File: config.mk
export PLATFORM = sky130hd
export DESIGN_NAME = pool_stride_sel
export DESIGN_NICKNAME = d
export VERILOG_FILES = /design/src/rtl/pool_stride_sel.sv
export SDC_FILE = /design/constraint.sdc
export NUM_CORES = 1
export LEC_CHECK = 0
export CAP_MARGIN = 20
export CORE_MARGIN = 1
export CORE_UTILIZATION = 37
export DETAILED_ROUTE_END_ITERATION = 10
export HOLD_SLACK_MARGIN = 0.05
export PLACE_DENSITY = 0.55
export SYNTH_ARGS = -nofsm -noshare
export SYNTH_HDL_FRONTEND = slang
export SYNTH_SLANG_ARGS = --single-unit
export TNS_END_PERCENT = 50
File: constraint.sdc
create_clock -name clk -period 2.65 [get_ports clk]
set_input_delay 0.53 -clock clk [delete_from_list [all_inputs] [get_ports clk]]
set_output_delay 0.53 -clock clk [all_outputs]
set_load 0.01 [all_outputs]
File: src/rtl/pool_stride_sel.sv
// pool_stride_sel
//   Follows the binary pooling line-buffer stage. For every accepted pixel it
//   tracks the (row, col) position in the image. It keeps only the outputs
//   whose position closes a full KERNEL_DIM x KERNEL_DIM window and is
//   stride-aligned. Kept outputs go into a small FIFO and are handed to the
//   next layer with valid/ready. The last kept output of a frame is marked.
//
// Ports
//   clk, rst_n    clock (rising edge), asynchronous active-low reset
//   i_clear       synchronous frame abort: zero position, flush FIFO
//   i_valid       pooled pixel present
//   i_data        pooled bits for the window ending at the current pixel
//   o_in_ready    block can accept a pixel (FIFO not full)
//   o_valid       FIFO head valid
//   o_data        FIFO head data (zero when empty)
//   o_last        FIFO head is the last kept output of its frame
//   i_ready       downstream accepts the head
//   o_frame_cnt   completed-frame counter, 16 bits; only present when
//                 POOL_STRIDE_SEL_FRAME_CNT_EN is defined
//
// Optional feature macro: POOL_STRIDE_SEL_FRAME_CNT_EN

module pool_stride_sel #(
  parameter int IMG_DIM        = 28,
  parameter int KERNEL_DIM     = 2,
  parameter int STRIDE         = 2,
  parameter int INPUT_CHANNELS = 1,
  parameter int FIFO_DEPTH     = 4
) (
  input  logic                      clk,
  input  logic                      rst_n,
  input  logic                      i_clear,
  input  logic                      i_valid,
  input  logic [INPUT_CHANNELS-1:0] i_data,
  output logic                      o_in_ready,
  output logic                      o_valid,
  output logic [INPUT_CHANNELS-1:0] o_data,
  output logic                      o_last,
  input  logic                      i_ready
`ifdef POOL_STRIDE_SEL_FRAME_CNT_EN
  ,
  output logic [15:0]               o_frame_cnt
`endif
);

  localparam int CW      = (IMG_DIM > 1) ? $clog2(IMG_DIM) : 1;
  localparam int PW      = (STRIDE > 1) ? $clog2(STRIDE) : 1;
  localparam int AW      = $clog2(FIFO_DEPTH);
  localparam int OUT_DIM = (IMG_DIM - KERNEL_DIM) / STRIDE + 1;

  localparam logic [CW-1:0] POS_END  = CW'(IMG_DIM - 1);
  localparam logic [CW-1:0] POS_K    = CW'(KERNEL_DIM - 1);
  localparam logic [CW-1:0] POS_LAST = CW'(KERNEL_DIM - 1 + (OUT_DIM - 1) * STRIDE);
  localparam logic [PW-1:0] PH_MAX   = PW'(STRIDE - 1);
  localparam logic [AW:0]   CNT_FULL = (AW+1)'(FIFO_DEPTH);

  typedef struct packed {
    logic [INPUT_CHANNELS-1:0] data;
    logic                      last;
  } entry_t;

  logic [CW-1:0] col_q, col_d, row_q, row_d;
  logic [PW-1:0] col_ph_q, col_ph_d, row_ph_q, row_ph_d;
  logic [AW-1:0] wr_ptr_q, wr_ptr_d, rd_ptr_q, rd_ptr_d;
  logic [AW:0]   count_q, count_d;
  entry_t        mem_q [FIFO_DEPTH];
  entry_t        head;

  logic          accept, pop, push, keep, is_last;
  logic          col_wrap, frame_end;
  logic [CW-1:0] col_nxt, row_nxt;

  // Phase of a position relative to the first full window, modulo STRIDE.
  // It restarts at 0 when the position reaches KERNEL_DIM-1. Before that
  // point its value is ignored.
  function automatic logic [PW-1:0] next_phase(input logic [CW-1:0] nxt_pos,
                                               input logic [PW-1:0] ph);
    if (nxt_pos == POS_K)  return '0;
    else if (ph == PH_MAX) return '0;
    else                   return ph + 1'b1;
  endfunction

  // No pop bypass: readiness depends only on the registered count.
  assign o_in_ready = (count_q < CNT_FULL);
  assign o_valid    = (count_q != '0);
  assign head       = mem_q[rd_ptr_q];
  // Gate the head with o_valid. The outputs are then zero whenever the FIFO
  // is empty, including immediately on asynchronous reset.
  assign o_data     = o_valid ? head.data : '0;
  assign o_last     = o_valid & head.last;

  assign accept     = i_valid & o_in_ready;
  assign pop        = o_valid & i_ready;

  always_comb begin
    // NOTE: every signal written here gets a default first so no latch is inferred.
    col_d     = col_q;
    row_d     = row_q;
    col_ph_d  = col_ph_q;
    row_ph_d  = row_ph_q;
    wr_ptr_d  = wr_ptr_q;
    rd_ptr_d  = rd_ptr_q;
    count_d   = count_q;

    col_wrap  = (col_q == POS_END);
    frame_end = col_wrap && (row_q == POS_END);
    keep      = (row_q >= POS_K) && (col_q >= POS_K) &&
                (row_ph_q == '0) && (col_ph_q == '0);
    is_last   = (row_q == POS_LAST) && (col_q == POS_LAST);
    push      = accept & keep;
    col_nxt   = col_wrap ? '0 : col_q + 1'b1;
    row_nxt   = frame_end ? '0 : row_q + 1'b1;

    if (i_clear) begin
      col_d    = '0;
      row_d    = '0;
      col_ph_d = '0;
      row_ph_d = '0;
      wr_ptr_d = '0;
      rd_ptr_d = '0;
      count_d  = '0;
    end else begin
      if (accept) begin
        col_d    = col_nxt;
        col_ph_d = next_phase(col_nxt, col_ph_q);
        if (col_wrap) begin
          row_d    = row_nxt;
          row_ph_d = next_phase(row_nxt, row_ph_q);
        end
      end
      if (push) wr_ptr_d = wr_ptr_q + 1'b1;
      if (pop)  rd_ptr_d = rd_ptr_q + 1'b1;
      count_d = count_q + (AW+1)'(push) - (AW+1)'(pop);
    end
  end

  always_ff @(posedge clk or negedge rst_n) begin
    // NOTE: sequential state uses non-blocking assignments only.
    if (!rst_n) begin
      col_q    <= '0;
      row_q    <= '0;
      col_ph_q <= '0;
      row_ph_q <= '0;
      wr_ptr_q <= '0;
      rd_ptr_q <= '0;
      count_q  <= '0;
    end else begin
      col_q    <= col_d;
      row_q    <= row_d;
      col_ph_q <= col_ph_d;
      row_ph_q <= row_ph_d;
      wr_ptr_q <= wr_ptr_d;
      rd_ptr_q <= rd_ptr_d;
      count_q  <= count_d;
    end
  end

  // NOTE: FIFO storage has no reset. Entries are read only when count_q says
  // they are valid, so resetting the array would cost logic for no benefit.
  always_ff @(posedge clk) begin
    if (push && !i_clear) mem_q[wr_ptr_q] <= '{data: i_data, last: is_last};
  end

`ifdef POOL_STRIDE_SEL_FRAME_CNT_EN
  logic [15:0] frame_cnt_q, frame_cnt_d;

  always_comb begin
    frame_cnt_d = frame_cnt_q;
    if (i_clear)                  frame_cnt_d = '0;
    else if (accept && frame_end) frame_cnt_d = frame_cnt_q + 16'd1;
  end

  always_ff @(posedge clk or negedge rst_n) begin
    if (!rst_n) frame_cnt_q <= '0;
    else        frame_cnt_q <= frame_cnt_d;
  end

  assign o_frame_cnt = frame_cnt_q;
`endif

endmodule

Yosys cells after proc, flatten, opt, wreduce, memory -nomap -nowiden
Memory sizes are Yosys's and may differ from the RTL's.
Cells that the tools add are included.

operators by class
  multiply operators = 0
  equality and inequality tests = 4
  order comparisons = 3
  reductions and logical operators = 12
  muxes and demuxes = 24
  bitwise operators = 6
  shift-type cells = 0
  $add $sub $neg = 8
  divide/modulo/power cells = 0

operators by type and width
  operator                                             number
  2-to-1 mux 5 bit                                     7
  2-to-1 mux 1 bit                                     12
  adder 5 x 1 -> 5 bit, second input constant          2
  == test 5 x 1 -> 1 bit, second input constant        2
  == test 5 bit, second input constant                 2
  >= comparator 5 x 1 -> 1 bit, second input constant  2
  2-to-1 mux 2 bit                                     4
  nonzero test 2 bit                                   4
  logical AND 1 bit                                    5
  adder 2 x 1 -> 2 bit, second input constant          2
  bitwise AND 1 bit                                    4
  adder 3 x 1 -> 3 bit                                 1
  < comparator 3 bit, second input constant            1
  2-to-1 mux 3 bit                                     1
  nonzero test 3 bit                                   1
  subtractor 3 x 1 -> 3 bit                            1
  adder 1 bit, second input constant                   2
  NOT 1 bit                                            2
  AND reduction 2 bit                                  1
  zero test 1 bit                                      1

word-level totals
  output and inout bits = 4
  memory bits (writable) = 8
  flip-flop bits (word level) = 19
  bits in latches = 0
  logic and storage cells = 65
  memories kept = 1
  bits of input ports = 6
  memory bits (read-only) = 0

memory list
  name   depth  width  read ports  clocked after Yosys merged registers in  write ports  RTL line  text
  mem_q  4      2      1           0                                        1            66        entry_t mem_q [FIFO_DEPTH];

Longest topological paths before layout
  word-level depth = 8
  mapped depth = 12
  mapped depth without buffers = 12

Least setup slack after synthesis
OpenSTA, ideal clock, no wires.

  path type = input -> register
  start = in i_valid
  end = reg count_q[2]
  path slack = 184 ps
  setup time = 132 ps
  data arrival time = 2334 ps
  stages on the path = 11
  required time = 2518 ps
  path buffers = 0
  cells stage by stage = nor2b_4 > nand2b_4 > a2111oi_4 > inv_2 > ha_1 > inv_1 > ha_1 > inv_1 > fa_1 > xnor2_1 > nor2_1

on the way
  word-level cells in the longest chain between the ends = 5

ends and longest elaborated chain
  item                       RTL line  text
  start: declaration         33        input logic i_valid,
  bitwise AND 1 bit          92        assign accept = i_valid & o_in_ready;
  bitwise AND 1 bit          110       push = accept & keep;
  adder 3 x 1 -> 3 bit       133       count_d = count_q + (AW+1)'(push) - (AW+1)'(pop);
  subtractor 3 x 1 -> 3 bit  133
  2-to-1 mux 3 bit           114       if (i_clear) begin
  named net count_d[2]       65        logic [AW:0] count_q, count_d;
  end signal: assignment     154       count_q <= count_d;
  end: declaration           65

The timed path passes the listed nets, and every way through them passes these cells.
A chain may end at the register's enable or synchronous reset.

Worst setup path after layout
Ends and elaborated chain as after synthesis.

==> summary.txt <==
STA
  • Post-Route Skew: around 0.0053 ns
  • Worst-Margin Slew: between 0.5 and 0.6 ns
  • Worst slew margin: 0.6540
  • Setup_tns: 0 ns
  • Final number of max-transition violations: 0
  • Hold slack: 0.5754 ns
  • Fin crit share: 0.9431
  • RSZ-0062 raised after global routing: no
  • Final setup fails: 0
  • Fin. Hold Viols: 0
  • Fmax: about 400 MHz
  • Min Tclk post-route: 2.499 ns
  • Setup ws final: between 0.15 and 0.2 ns

Route
  • Vias per cell: about 5.2
  • Drt wl/cell: 13.08 um
  • DRC: 0
  • Via count: 1060
  • DRT Wirelength: 2682 um
  • Post-DRT Antenna Nets: 0
  • First-pass DRT Iterations: 4
  • Starting DRT DRC Count: 51

Power and ir drop
  • Worst vdd ir: 0.1870 mV
  • Lkg Pwr: 0.7501 nW
  • Power Dens Cells: 614.4 nW/um^2
  • Clock share of power: 0.221
  • Combinational power share: 0.313
  • Total Power Consumption: 1.100 mW
  • NetSw: 338.8 uW
  • Sequential Power Share: 0.465
  • Internal: 761.3 uW
  • Sw Share: 0.3080

Clock network
  • Clock sink count: 27
  • Total setup buffers inserted after CTS: 0
  • Clock transition at the registers of the reported paths: 0.10 ns
  • CTS buffer count: 3
  • CTS tree: yes
  • Clk root buf: clkbuf_8
  • Clk Latency, worst-skew pair: 0.28 ns
  • Htree depth: 1
  • CTS Buffer Depth: 2
  • # hold bufs at CTS: 0

Logic synthesis
  • Post-Synthesis Cells: 140
  • Syn nets: 157
  • Post-Synth XOR/XNOR Area: 0.03929
  • Async set-or-reset flop fraction in the synthesized netlist: 0.7037
  • Area share of the largest cell type after synthesis: 0.3047
  • Most common cell in the synthesized netlist: dfrtp_1
  • Synth Flop Type: dfrtp_1
  • Synth cell count leaders: 19 x dfrtp_1, 14 x nor2_1, 10 x ha_1
  • Number of synthesized flops with an enable pin: 8
  • Register bit total from synthesis: 27
  • Mapped Area: around 1600 um^2
  • Compound-Gate Fraction of Synth Area: 0.07859
  • Adder-cell share of the synthesized area: 0.09302
  • Seq/Total Area, Yosys: 0.4587
  • Multiplexer share of the synthesized area: 0.06175
  • Synth area leaders: dfrtp_1 30%, edfxtp_1 15%, ha_1 8.0%, nor2_1 3.4%, mux4_2 2.9%
  • Post-Synth Simple-Gate Area: 0.2277
  • Largest family of logic cells by synthesized area: simple AND/OR/NAND/NOR gates
  • Area leader, netlist: dfrtp_1
  • Syn Area/Cell: 11.14 um^2
  • Post-synthesis cell type count: 38
  • Yosys warning count: 0

Floorplan
  • I/O pins: 10
  • Die ar.: between 4000 and 5000 um^2
  • Initial Utilization: 0.3873
  • Die Span X: 66.94 um
  • Die height: 66.94 um
  • # rows: 23
  • Core Box Area: 4029 um^2

GRT
  • Global routing's busiest layer: met2
  • Met2 Use GR: 0.2121
  • Number of global-route vias before repair: 1012
  • GR Util met3: 0.02568
  • First-pass GRT wire length: about 4500 um
  • Initial antenna violation count: 0
  • GRT Total Usage: 0.1358
  • Met1 Use GR: 0.1782
  • GRT Residual Overflow: 0
  • Largest net degree at the start of global routing: 20

Cells and area
  • NumNets Final: 173
  • Util after Layout: 0.4444
  • Antenna diodes: 0
  • Synthesis-to-layout area growth: 14.76%
  • Fraction of layout cells with a size suffix above 1: 0.1419

Worst setup path
  • Worst path slowest cell: clkdlybuf4s50_1
  • Setup slack, reg-to-reg: ~0.20 ns
  • Critical Path RT: 2.83 ns
  • FF-to-FF End: count_q[2]
  • Reg2Reg Depth: 12
  • Crit path launch: i_valid
  • CP delay by family, top: adder cells
  • Buf/Inv on CP: 4
  • Crit-path cells: clkdlybuf4s50_1 -> nor2b_4 -> nand2b_4 -> a2111oi_4 -> inv_2 -> ha_1 -> inv_1 -> ha_1 -> inv_1 -> fa_1 -> xnor2_1 -> nor2_1
  • Reg2reg start: row_q[1]
  • Crit Path Class: in -> reg
  • Data arrival time of the worst path: 2.68 ns
  • Crit path capture type: register
  • Max stage delay on crit path: between 0.4 and 0.5 ns
  • Critical Path Start Type: input port
  • CP Max Fanout: 2

Hold path
  • HP Class: in -> async

Placed design
  • # port buffers: 9
  • GP Congestion: 0.7540
  • Post-DP HPWL: 1937 um
  • Worst slack, placed: -0.2374 ns

Status
  • Run status: complete, no violations

Flow run
  • Max_cap viols: 0
[final cells by class]
type / count / area, um^2
Clock inverter: 1 / 7.507
Clock buffer: 3 / 41.29
Inverter: 9 / 33.78
Timing Repair Buffer: 16 / 142.6
Multi-Input combinational cell: 99 / 787.0
Fill cell: 384 / 2238
Tap cell: 50 / 62.56
Sequential cell: 27 / 715.7
[per-layer routing]
layer	up-vias	wire length (um)
met5	-	0
met4	0	51
met3	5	68
met2	14	1197
met1	519	1365
li1	522	-
[what timing repair did]
action / 4_1_cts / 5_1_grt
setup endpoints to repair: 0 / 1
resized for setup: 0 / 1
endpoints found under the hold margin: 0 / 0
[worst reg2reg max path: cells and delay by family (launching register included)]
family / cells / cell delay, ns
fa+ha+maj: 4 / 0.97
flops: 1 / 0.45
compound gates: 1 / 0.37
buf+inv: 4 / 0.26
xor+xnor: 1 / 0.16
simple gates: 2 / 0.13
[cell usage in the layout, fill, tap and decap left out, types with 2 or more instances in the layout]
master and count:
or3_1 5, edfxtp_1 8, nor2b_1 4, a21oi_1 7, mux2i_1 4, nor3_1 3
clkdlybuf4s50_1 9, buf_4 7, ha_1 10, xor2_1 3, and4b_1 2, clkbuf_8 3
mux4_2 2, and2_1 4, dfrtp_1 19, nor3b_1 5, nand2_1 7, a211oi_1 3
nand2b_1 3, nor2_1 14, xnor2_1 4, nand3_1 4, inv_1 8, a221oi_1 2
[worst max-delay path by stage]
stage,cells past startpoint,slack [ns],endpoint
3_3_place_gp,12,-0.17,count_q[2]
4_1_cts,12,0.05,count_q[2]
6_report,12,0.15,count_q[2]
2_1_floorplan,11,0.18,count_q[2]
3_5_place_dp,12,-0.24,count_q[2]
5_1_grt,12,0.04,count_q[2]
[cell families (layout without fill, tap and decap cells)]
logic type,count (synthesis),count (layout)
AND/OR/NAND/NOR,58,58
flip-flops,27,27
AO/OA/AOI/OAI,16,16
buffers and inverters,14,29
adder cells (fa/ha/maj),11,11
XOR/XNOR,7,7
multiplexers,7,7
[power by group through the flow]
stage,registers [mW],logic [mW],clock network (mW)
after detailed placement,0.519,0.345,0
final,0.512,0.345,0.243
after floorplan,0.512,0.228,0
after global routing,0.519,0.387,0.265
after global placement,0.518,0.338,0
after CTS,0.511,0.346,0.252
[registers in the layout, summed over array words and instances (netlist names)]
register and count:
wr_ptr_q 2, mem_q 8, col_q 5, count_q 3, row_q 5, rd_ptr_q 2, col_ph_q 1, row_ph_q 1
[stage by stage]
| stage | std cells | area, um^2 |
|---|---|---|
| 6_report | 205 | 1790 |
| 5_1_grt | 205 | 1790 |
| 4_1_cts | 205 | 1784 |
| 3_5_place_dp | 201 | 1735 |
| 3_3_place_gp | 201 | 1735 |
| 2_1_floorplan | 140 | 1560 |
(Power assumes the default switching activity.)
